<file path="src/rtl/riscv_pkg.sv">
// Shared RISC-V definitions: opcodes, datapath width and instruction field helpers.
package riscv_pkg;

    localparam int XLEN = 32;

    localparam logic [6:0] OP_LOAD   = 7'b0000011;
    localparam logic [6:0] OP_STORE  = 7'b0100011;
    localparam logic [6:0] OP_BRANCH = 7'b1100011;
    localparam logic [6:0] OP_RTYPE  = 7'b0110011;
    localparam logic [6:0] OP_LUI    = 7'b0110111;
    localparam logic [6:0] OP_AUIPC  = 7'b0010111;
    localparam logic [6:0] OP_JAL    = 7'b1101111;

    function automatic logic [6:0] inst_opcode(input logic [31:0] inst);
        return inst[6:0];
    endfunction

    function automatic logic [4:0] inst_rd(input logic [31:0] inst);
        return inst[11:7];
    endfunction

    function automatic logic [4:0] inst_rs1(input logic [31:0] inst);
        return inst[19:15];
    endfunction

    function automatic logic [4:0] inst_rs2(input logic [31:0] inst);
        return inst[24:20];
    endfunction

    function automatic logic op_uses_rs1(input logic [6:0] op);
        return !(op == OP_LUI || op == OP_AUIPC || op == OP_JAL);
    endfunction

    function automatic logic op_uses_rs2(input logic [6:0] op);
        return (op == OP_RTYPE || op == OP_STORE || op == OP_BRANCH);
    endfunction

    // x0 is hardwired to zero, so a write to it must never be treated as a producer.
    function automatic logic fwd_hit(input logic we, input logic [4:0] rd, input logic [4:0] rs);
        return we && (rd != 5'd0) && (rd == rs);
    endfunction

endpackage

</file>
<file path="src/rtl/operand_forward.sv">
// Two-level forwarding mux for one EX operand: EX/MEM result first, then MEM/WB, then captured value.
module operand_forward
    import riscv_pkg::*;
#(
    parameter int XLEN = riscv_pkg::XLEN
) (
    input  logic [4:0]      rs,
    input  logic [XLEN-1:0] captured,
    input  logic            mem_we,
    input  logic [4:0]      mem_rd,
    input  logic [XLEN-1:0] mem_data,
    input  logic            wb_we,
    input  logic [4:0]      wb_rd,
    input  logic [XLEN-1:0] wb_data,
    output logic [XLEN-1:0] operand
);

    always_comb begin
        operand = captured;
        if (fwd_hit(mem_we, mem_rd, rs)) begin
            operand = mem_data;
        end else if (fwd_hit(wb_we, wb_rd, rs)) begin
            operand = wb_data;
        end
    end

endmodule

</file>
<file path="src/rtl/id_ex_stage.sv">
// ID/EX pipeline stage: register-file addressing with WB bypass, load-use stall,
// flush handling and final operand forwarding into EX.
module id_ex_stage
    import riscv_pkg::*;
#(
    parameter int XLEN = riscv_pkg::XLEN
) (
    input  logic            clock,
    input  logic            reset,
    input  logic            id_valid,
    input  logic [31:0]     id_pc,
    input  logic [31:0]     id_inst,
    output logic [4:0]      addr_rs1,
    output logic [4:0]      addr_rs2,
    input  logic [XLEN-1:0] data_rs1,
    input  logic [XLEN-1:0] data_rs2,
    input  logic            wb_we,
    input  logic [4:0]      wb_rd,
    input  logic [XLEN-1:0] wb_data,
    input  logic            mem_we,
    input  logic [4:0]      mem_rd,
    input  logic [XLEN-1:0] mem_data,
    input  logic            flush,
    output logic            stall,
    output logic            ex_valid,
    output logic [31:0]     ex_pc,
    output logic [31:0]     ex_inst,
    output logic [4:0]      ex_rd,
    output logic [4:0]      ex_rs1,
    output logic [4:0]      ex_rs2,
    output logic            ex_is_load,
    output logic [XLEN-1:0] ex_op_a,
    output logic [XLEN-1:0] ex_op_b
);

    logic [6:0]      id_opcode;
    logic            id_uses_rs1;
    logic            id_uses_rs2;
    logic [XLEN-1:0] id_op_a;
    logic [XLEN-1:0] id_op_b;
    logic [XLEN-1:0] ex_cap_a;
    logic [XLEN-1:0] ex_cap_b;
    logic            rs1_dep;
    logic            rs2_dep;

    assign id_opcode   = inst_opcode(id_inst);
    assign addr_rs1    = inst_rs1(id_inst);
    assign addr_rs2    = inst_rs2(id_inst);
    assign id_uses_rs1 = op_uses_rs1(id_opcode);
    assign id_uses_rs2 = op_uses_rs2(id_opcode);

    // The register file commits on the same edge we capture, so its read data is one write stale.
    assign id_op_a = fwd_hit(wb_we, wb_rd, addr_rs1) ? wb_data : data_rs1;
    assign id_op_b = fwd_hit(wb_we, wb_rd, addr_rs2) ? wb_data : data_rs2;

    assign rs1_dep = id_uses_rs1 && (ex_rd == addr_rs1);
    assign rs2_dep = id_uses_rs2 && (ex_rd == addr_rs2);
    assign stall   = id_valid && ex_valid && ex_is_load && (ex_rd != 5'd0)
                     && (rs1_dep || rs2_dep) && !flush;

    always_ff @(posedge clock or posedge reset) begin
        if (reset) begin
            ex_valid   <= 1'b0;
            ex_pc      <= '0;
            ex_inst    <= '0;
            ex_rd      <= '0;
            ex_rs1     <= '0;
            ex_rs2     <= '0;
            ex_is_load <= 1'b0;
            ex_cap_a   <= '0;
            ex_cap_b   <= '0;
        end else if (flush || stall) begin
            // Bubble: clearing rd/is_load keeps it from forwarding or causing a stall.
            ex_valid   <= 1'b0;
            ex_rd      <= '0;
            ex_is_load <= 1'b0;
        end else begin
            ex_valid   <= id_valid;
            ex_pc      <= id_pc;
            ex_inst    <= id_inst;
            ex_rd      <= id_valid ? inst_rd(id_inst) : 5'd0;
            ex_rs1     <= addr_rs1;
            ex_rs2     <= addr_rs2;
            ex_is_load <= id_valid && (id_opcode == OP_LOAD);
            ex_cap_a   <= id_op_a;
            ex_cap_b   <= id_op_b;
        end
    end

    operand_forward #(.XLEN(XLEN)) u_fwd_a (
        .rs       (ex_rs1),
        .captured (ex_cap_a),
        .mem_we   (mem_we),
        .mem_rd   (mem_rd),
        .mem_data (mem_data),
        .wb_we    (wb_we),
        .wb_rd    (wb_rd),
        .wb_data  (wb_data),
        .operand  (ex_op_a)
    );

    operand_forward #(.XLEN(XLEN)) u_fwd_b (
        .rs       (ex_rs2),
        .captured (ex_cap_b),
        .mem_we   (mem_we),
        .mem_rd   (mem_rd),
        .mem_data (mem_data),
        .wb_we    (wb_we),
        .wb_rd    (wb_rd),
        .wb_data  (wb_data),
        .operand  (ex_op_b)
    );

endmodule

</file>
<file path="config.mk">
export PLATFORM = sky130hd
export DESIGN_NAME = id_ex_stage
export DESIGN_NICKNAME = d
export VERILOG_FILES = /design/src/rtl/riscv_pkg.sv /design/src/rtl/operand_forward.sv /design/src/rtl/id_ex_stage.sv
export SDC_FILE = /design/constraint.sdc
export NUM_CORES = 1
export LEC_CHECK = 0
export ABC_AREA = 1
export CAP_MARGIN = 10
export CORE_ASPECT_RATIO = 0.6
export CORE_MARGIN = 2
export CORE_UTILIZATION = 45
export CTS_BUF_LIST = sky130_fd_sc_hd__clkbuf_8
export DETAILED_ROUTE_END_ITERATION = 12
export PLACE_DENSITY = 0.82
export SLEW_MARGIN = 20
export SYNTH_ARGS = -nofsm -noshare
export SYNTH_HDL_FRONTEND = slang
export SYNTH_SLANG_ARGS = --single-unit
</file>
<file path="constraint.sdc">
create_clock -name clock -period 5.6 [get_ports clock]
set_input_delay 0.84 -clock clock [delete_from_list [all_inputs] [get_ports clock]]
set_output_delay 0.84 -clock clock [all_outputs]
set_load 0.02 [all_outputs]
</file>
== Yosys cells after proc, flatten, opt, wreduce, memory -nomap -nowiden ==
Index checks and enable logic that the tools add are counted.

* Logic and storage cells: 61
* Output and inout port bits: 156
* Bits of input ports: 208
* Flip-flop bits (word level): 145

* Reduce and logical (&&, ||, !) cells: 27
* Equal/unequal tests: 15
* Multiplexer cells: 10

{| class="wikitable"
|+ Operators with widths
! cell !! count
|-
| $mux W32 || 6
|-
| $eq A5 B5 Y1 || 8
|-
| $eq A7 B6 Y1 const B || 3
|-
| $logic_and A1 B1 Y1 || 16
|-
| $reduce_bool A5 Y1 || 3
|-
| $eq A7 B7 Y1 const B || 2
|-
| $mux W5 || 2
|-
| $eq A7 B2 Y1 const B || 1
|-
| $eq A7 B5 Y1 const B || 1
|-
| $logic_or A1 B1 Y1 || 6
|-
| $logic_not A1 Y1 || 2
|-
| $mux W1 || 2
|}

== Logic depth before layout (Yosys ltp) ==
Gate-level depths: netlist of the first run.

* Word-level depth: 10
* Depth in mapped cells: 13
* Gate-level depth less buffers: 11

== Hierarchy ==
A second synthesis of the first run with hierarchy kept.

* Cell total of the unflattened synthesis: 1503
* Area, all modules: 9709.3 µm²

{| class="wikitable"
|+ By module, submodules not included
! module !! seq. area each (µm²) !! instances !! area each (µm²) !! cells an instance
|-
| id_ex_stage || 3378.2 || 1 || 6754.0 || 907
|-
| operand_forward || 0.0 || 2 || 1477.7 || 298
|}

== Least setup slack after synthesis of the first run ==
No wires, ideal clock.

* Path type: input -> output
* Start point: input wb_rd[3]
* End point: output ex_op_b[0]
* Stages on the path: 9
* Data required time: 4.760 ns
* Path slack: 2.725 ns
* Arrival: 2.035 ns
* Path through: buf_2 > nand3b_1 > nand2_2 > nor3_4 > nand2_1 > buf_2 > nand2_1 > nand3_1 > nand2_1

* Cells in the longest elaborated chain, start to end: 5

{| class="wikitable"
|+ Ends and longest elaborated chain
! what !! line !! text
|-
| start, declared || id_ex_stage.sv:18 || <nowiki>input logic [4:0] wb_rd,</nowiki>
|-
| $reduce_bool A5 Y1 || riscv_pkg.sv:40 || <nowiki>return we && (rd != 5'd0) && (rd == rs);</nowiki>
|-
| $logic_and A1 B1 Y1 || riscv_pkg.sv:40 ||
|-
| $logic_and A1 B1 Y1 (*) || riscv_pkg.sv:40 ||
|-
| $mux W32 (*) || operand_forward.sv:22 || <nowiki>end else if (fwd_hit(wb_we, wb_rd, rs)) begin</nowiki>
|-
| $mux W32 (*) || operand_forward.sv:20 || <nowiki>if (fwd_hit(mem_we, mem_rd, rs)) begin</nowiki>
|-
| end, declared || id_ex_stage.sv:33 || <nowiki>output logic [XLEN-1:0] ex_op_b</nowiki>
|}

Mark *: on every way between the ends. The rest lies on a longest branch, timed or not.

== Worst setup path after layout of the first run ==
* Start point: input wb_rd[3]
* End point: output ex_op_a[6]

* Cells in the longest elaborated chain, start to end: 5

{| class="wikitable"
|+ Ends and longest elaborated chain
! what !! line !! text
|-
| $reduce_bool A5 Y1 || riscv_pkg.sv:40 ||
|-
| $logic_and A1 B1 Y1 || riscv_pkg.sv:40 ||
|-
| $logic_and A1 B1 Y1 (*) || riscv_pkg.sv:40 ||
|-
| $mux W32 (*) || operand_forward.sv:22 ||
|-
| $mux W32 (*) || operand_forward.sv:20 ||
|-
| end, declared || id_ex_stage.sv:32 || <nowiki>output logic [XLEN-1:0] ex_op_a,</nowiki>
|}

Marks and branches as above.

==> results of run 1 <==
[cell usage in the layout, fill, tap and decap left out, types with 4 or more instances in the layout]
master           netlist  routed
dfrtp_1              135     135
clkdlybuf4s50_1        0     363
nor3_1                 4       4
buf_4                 26      16
xor2_1                19      19
nand3_1              325     325
nor2_1                29      27
xnor2_1               12      12
inv_1                117     117
nor2_4                 0       6
clkbuf_8               0      17
nand2_1              629     629
[path summary, 6_finish.rpt]
| kind | start | endpoint | slack [ps] | cells past startpoint |
|---|---|---|---|---|
| min reg2reg | ex_pc[17] | ex_pc[17] | 470 | 2 |
| min in group asynchronous | reset | ex_inst[25] | 930 | 2 |
| max reg2reg | ex_rd[3] | ex_inst[17] | 2640 | 10 |
| max in group asynchronous | reset | ex_inst[10] | 3480 | 3 |
| max | wb_rd[3] | ex_op_a[6] | 940 | 9 |
| min | ex_pc[17] | ex_pc[17] | 470 | 2 |
[registers in the layout, indices dropped and copies added, names as in the netlist]
signal      flops
ex_inst        32
ex_cap_a       32
ex_pc          32
ex_rd           5
ex_cap_b       32
ex_valid        1
ex_is_load      1
[layer usage]
layer,GRT usage,wire [um]
met5,0,0
met4,0.1150,997
met3,0.1001,3931
met2,0.5177,15600
met1,0.4459,14150
[kinds of logic (layout without fill, tap and decap cells)]
group | after synthesis | count (layout) | share of synthesized area
and+or+nand+nor | 1000 | 1000 | 0.4728
DFF | 135 | 135 | 0.3779
AOI/OAI and AO/OA | 2 | 2 | 0.001539
buffers and inverters | 234 | 530 | 0.1173
xor gates and xnor gates | 31 | 31 | 0.03038
[stage by stage]
stage / hold WS [ps] / util / setup slack, ps / cell area, um2
5_1_grt: 488.2 / 0.6678 / 824.7 / 12840
3_5_place_dp: 457.0 / 0.6489 / 1030 / 12480
6_report: 471.8 / 0.6678 / 942.9 / 12840
3_3_place_gp: 452.7 / 0.6489 / 1077 / 12480
4_1_cts: 475.1 / 0.6678 / 1012 / 12840
2_1_floorplan: 441.9 / - / 1149 / 8939
[worst max-delay path: cells and delay by family]
kind	cells	cell delay, ps
xor+xnor	1	270
simple gates	5	1180
buf+inv	3	1500
[final cells by class]
| class | count | area share |
|---|---|---|
| multi-input cells | 1033 | 0.3549 |
| repair buffers | 379 | 0.2923 |
| flip-flops and latches | 135 | 0.2631 |
| inverters | 119 | 0.03537 |
| well taps | 266 | 0.02592 |
| clock buffers | 17 | 0.01822 |
| clock inverters | 15 | 0.01013 |
[power by group]
| part | internal [W] | total, W | leakage (nW) | switching [W] |
|---|---|---|---|---|
| logic | 0.000441 | 0.000978 | 4.85 | 0.000538 |
| clock network | 0.000352 | 0.000785 | 0.187 | 0.000433 |
| registers | 0.00106 | 0.00112 | 1.65 | 0.0000597 |
==> results.sh, run 1 <==
export IMPL_outcome="finished, final reports clean"
export IMPL_maxCapViolations=0
export IMPL_synth_most_common_cell="nand2_1"
export IMPL_fin_skew_ps=19.40
export IMPL_ant_nets=0
export IMPL_die_w_um=186.0
export IMPL_crit_required_ps=4760
export IMPL_cts_root_buf="clkbuf_8"
export IMPL_ctsHoldBuffers=0
export IMPL_yosys_top_cells_area="dfrtp_1 (38%), nand2_1 (26%), nand3_1 (18%)"
export IMPL_synthDistinctLibCells=23
export IMPL_synth_top_cell_area_share=0.3779
export IMPL_htreeDepth=4
export IMPL_fp_dieArea_mm2=0.02104
export IMPL_max_slew_margin=0.3662
export IMPL_synth_commonest_cells="nand2_1 (629), nand3_1 (325), dfrtp_1 (135)"
export IMPL_syn2layout_area_growth_pct=43.64
export IMPL_hpwl_um=23820
export IMPL_fin_setup_tns_ps=0
export IMPL_synth_async_reset_ratio=1.000
export IMPL_setup_viol=0
export IMPL_ioPinCount=364
export IMPL_fp_row_count=39
export IMPL_power_w=0.002883
export IMPL_crit_fanout=33
export IMPL_clkTransAtPathRegs_ps=80
export IMPL_fillers=1744
export IMPL_register_area_mm2=0.003378
export IMPL_fmax_mhz=214.7
export IMPL_power_density_mw_per_mm2=224.5
export IMPL_cpMaxStageDelayCell="nor2_4"
export IMPL_worst_setup_path_end_kind="output port"
export IMPL_cp_common_cell="nand2_1"
export IMPL_cts_tree="built"
export IMPL_cts_buffers=17
export IMPL_clock_latency_ps=460
export IMPL_stdcell_count=1964
export IMPL_post_drt_wl_per_cell_um=17.66
export IMPL_grt_pass1_vias=9880
export IMPL_postCtsSetupRepairBufs=0
export IMPL_finalNetCount=1893
export IMPL_syn_area_mm2=0.008939
export IMPL_worst_pin_slew_ps=948.4
export IMPL_grt_first_pass_wirelength_um=54040
export IMPL_synth_top_cell_by_area="dfrtp_1"
export IMPL_vias_per_cell=5.263
export IMPL_drt_first_iter_violations=1104
export IMPL_min_period_ps=4657
export IMPL_drt_pass1_iter_count=6
export IMPL_p_leak_nw=6.690
export IMPL_syn_area_per_cell_um2=6.376
export IMPL_clock_path_buffers=2
export IMPL_synth_seq_cells=135
export IMPL_rsz0062_at_grt="no"
export IMPL_dominantRegCellSynth="dfrtp_1"
export IMPL_antennaDiodeCount=0
export IMPL_hold_viol=0
export IMPL_coreArea_mm2=0.01923
export IMPL_initial_core_util=0.4649
export IMPL_grt_max_degree=89
export IMPL_drc=0
export IMPL_die_h_um=113.2
export IMPL_synth_edf_count=0
export IMPL_yosysSeqAreaShare=0.3779
export IMPL_dp_cells=1932
export IMPL_maxSlewViolCount=0
export IMPL_post_route_period_util=0.8316
export IMPL_vias=10337
export IMPL_cts_num_sinks=135
export IMPL_overflow=0
export IMPL_worst_setup_path_type="input port to output port"
export IMPL_final_layout_size_suffix_gt1_frac=0.03710
export IMPL_ys_warn_count=0
export IMPL_max_stage_delay_ps=750
export IMPL_startpoint_type="input port"
export IMPL_synthesis_nets=1610
export IMPL_arrival_ps=3820
export IMPL_vdd_drop_max_uv=128.1
export IMPL_multiInputGateArea_mm2=0.004557
export IMPL_grt_use_total=0.3341
export IMPL_hold_path_class="flop to flop"
export IMPL_gp_congestion=0.9408
export IMPL_wl_um=34680
export IMPL_antenna_found_initial=0
export IMPL_syn_inst=1402
export IMPL_io_buffers=363
export IMPL_cts_resized=0
export IMPL_crit_chain="clkdlybuf4s50_1 > xor2_1 > nor2_4 > nand2_1 > buf_4 > nand2_1 > nand3_1 > nand2_1 > clkdlybuf4s50_1"
Power figures use the tool's default switching activity.
==> run 2, diff against run 1 <==
==> constraint.sdc (replaced) <==
create_clock -name clock -period 4.85 [get_ports clock]
set_input_delay 0.7275 -clock clock [delete_from_list [all_inputs] [get_ports clock]]
set_output_delay 0.7275 -clock clock [all_outputs]
set_load 0.02 [all_outputs]
==> run 2 against run 1 <==
Routed wire length rose by 3.2%. Sequential cell count stayed put. Register-to-register slack got worse by 610 ps. Cell count up 0.10%. Count of clock-buffer cells in the layout is the same. Critical path depth unchanged. Sequential share of layout area shrank 0.12 points. Via count rose by 1.5%. Global-route usage grew 0.64 points. Total power grew 17%. First-iteration DRC count up 8.4%.
==> results.sh, run 2 (synthesized netlist as in run 1, its figures left out) <==
export IMPL_outcome="finished, final reports clean"
export IMPL_mostFrequentLayoutCell="nand2_1"
export IMPL_finalNetCount=1894
export IMPL_grt_first_pass_wirelength_um=55460
export IMPL_dp_cells=1933
export IMPL_cts_num_sinks=135
export IMPL_cpMaxStageDelayCell="nor2_4"
export IMPL_coreArea_mm2=0.01923
export IMPL_ctsHoldBuffers=0
export IMPL_htreeDepth=4
export IMPL_hpwl_um=24940
export IMPL_grt_pass1_vias=10129
export IMPL_drt_first_iter_violations=1197
export IMPL_hold_viol=0
export IMPL_crit_required_ps=4120
export IMPL_stdcell_count=1966
export IMPL_die_w_um=186.0
export IMPL_wl_um=35780
export IMPL_vias_per_cell=5.337
export IMPL_postCtsSetupRepairBufs=0
export IMPL_power_density_mw_per_mm2=261.9
export IMPL_initial_core_util=0.4649
export IMPL_utilization=0.6710
export IMPL_hold_path_class="flop to flop"
export IMPL_cts_buffers=17
export IMPL_fin_skew_ps=18.63
export IMPL_post_drt_wl_per_cell_um=18.20
export IMPL_fp_row_count=39
export IMPL_ioPinCount=364
export IMPL_clock_latency_ps=450
export IMPL_die_h_um=113.2
export IMPL_final_cell_mix="nand2_1 (629), clkdlybuf4s50_1 (363), nand3_1 (325)"
export IMPL_crit_fanout=33
export IMPL_overflow=0
export IMPL_final_layout_size_suffix_gt1_frac=0.03885
export IMPL_power_w=0.003379
export IMPL_fmax_mhz=228.8
export IMPL_crit_buf_inv=3
export IMPL_vdd_drop_max_uv=189.7
export IMPL_vias=10492
export IMPL_syn2layout_area_growth_pct=44.32
export IMPL_worst_setup_path_end_kind="output port"
export IMPL_crit_chain="clkdlybuf4s50_1 > xor2_1 > nor2_4 > nand2_1 > buf_4 > nand2_1 > nand3_1 > nand2_1 > clkdlybuf4s50_1"
export IMPL_maxSlewViolCount=0
export IMPL_grt_use_total=0.3404
export IMPL_grt_max_degree=112
export IMPL_fin_setup_tns_ps=0
export IMPL_max_slew_margin=0.3436
export IMPL_post_route_period_util=0.9013
export IMPL_worst_setup_path_type="input port to output port"
export IMPL_arrival_ps=3640
export IMPL_worst_pin_slew_ps=982.3
export IMPL_design_area_mm2=0.01290
export IMPL_maxCapViolations=0
export IMPL_gp_congestion=0.9355
export IMPL_max_stage_delay_ps=740
export IMPL_cp_common_cell="nand2_1"
export IMPL_antenna_found_initial=1
export IMPL_fp_dieArea_mm2=0.02104
export IMPL_setup_viol=0
export IMPL_clock_path_buffers=2
export IMPL_io_buffers=363
export IMPL_drt_pass1_iter_count=6
export IMPL_startpoint_type="input port"
export IMPL_cts_tree="built"
export IMPL_cts_resized=0
export IMPL_ant_nets=0
export IMPL_clkTransAtPathRegs_ps=80
export IMPL_min_period_ps=4371
export IMPL_crit_family="buffers and inverters"
export IMPL_rsz0062_at_grt="no"
export IMPL_cts_root_buf="clkbuf_8"
export IMPL_p_leak_nw=6.719
export IMPL_dpl_cell_area_mm2=0.01251
export IMPL_drc=0
## run 2: cell types whose count changed in the layout (fill, tap and decap cells not counted), sizes merged
cell	before	now
buf	16	17
bufinv	1	0
clkinv	7	6
clkinvlp	3	0
diode	0	1
inv	123	128
## run 2: where the power goes
group / internal (W) / switching [W]
registers: 0.00122 / 0.0000703
clock network: 0.000389 / 0.000560
logic: 0.000512 / 0.000625
## run 2: worst min-delay path, cell delays in order, from the launching register on
cell and delay (ps):
dfrtp_1 350, nand2_1 50, nand2_1 50
## run 2: layout make-up
type,instances,area [um2]
Inverter,119,456.7
Antenna cell,1,2.502
Tap cell,266,332.8
Multi-Input combinational cell,1033,4557
Fill cell,1755,6326
Timing Repair Buffer,380,3786
Clock buffer,17,234.0
Clock inverter,15,152.6
Sequential cell,135,3378
## run 2: layer usage
layer	wire, um	up-vias	track usage
met5	0	-	0
met1	14300	4890	0.4521
met3	4042	84	0.09688
li1	-	4912	-
met4	1039	0	0.1155
met2	16400	606	0.5351
## run 2: path summary, 6_finish.rpt
path,start,end,slack [ps],depth (start not counted)
hold / removal,ex_inst[26],ex_inst[26],480,2
min in group asynchronous,reset,ex_inst[30],840,2
hold reg to reg,ex_inst[26],ex_inst[26],480,2
max in group asynchronous,reset,ex_pc[26],3090,3
setup reg to reg,ex_rd[3],ex_inst[18],2030,10
setup / recovery,wb_rd[3],ex_op_a[6],480,9
## run 2: stage by stage
stage	setup slack (ps)	hold slack, ps
final	478.7	478.4
after global routing	362.0	494.9
after CTS	535.0	478.4
after detailed placement	521.8	458.0
after global placement	637.3	452.7
after floorplan	511.4	441.9
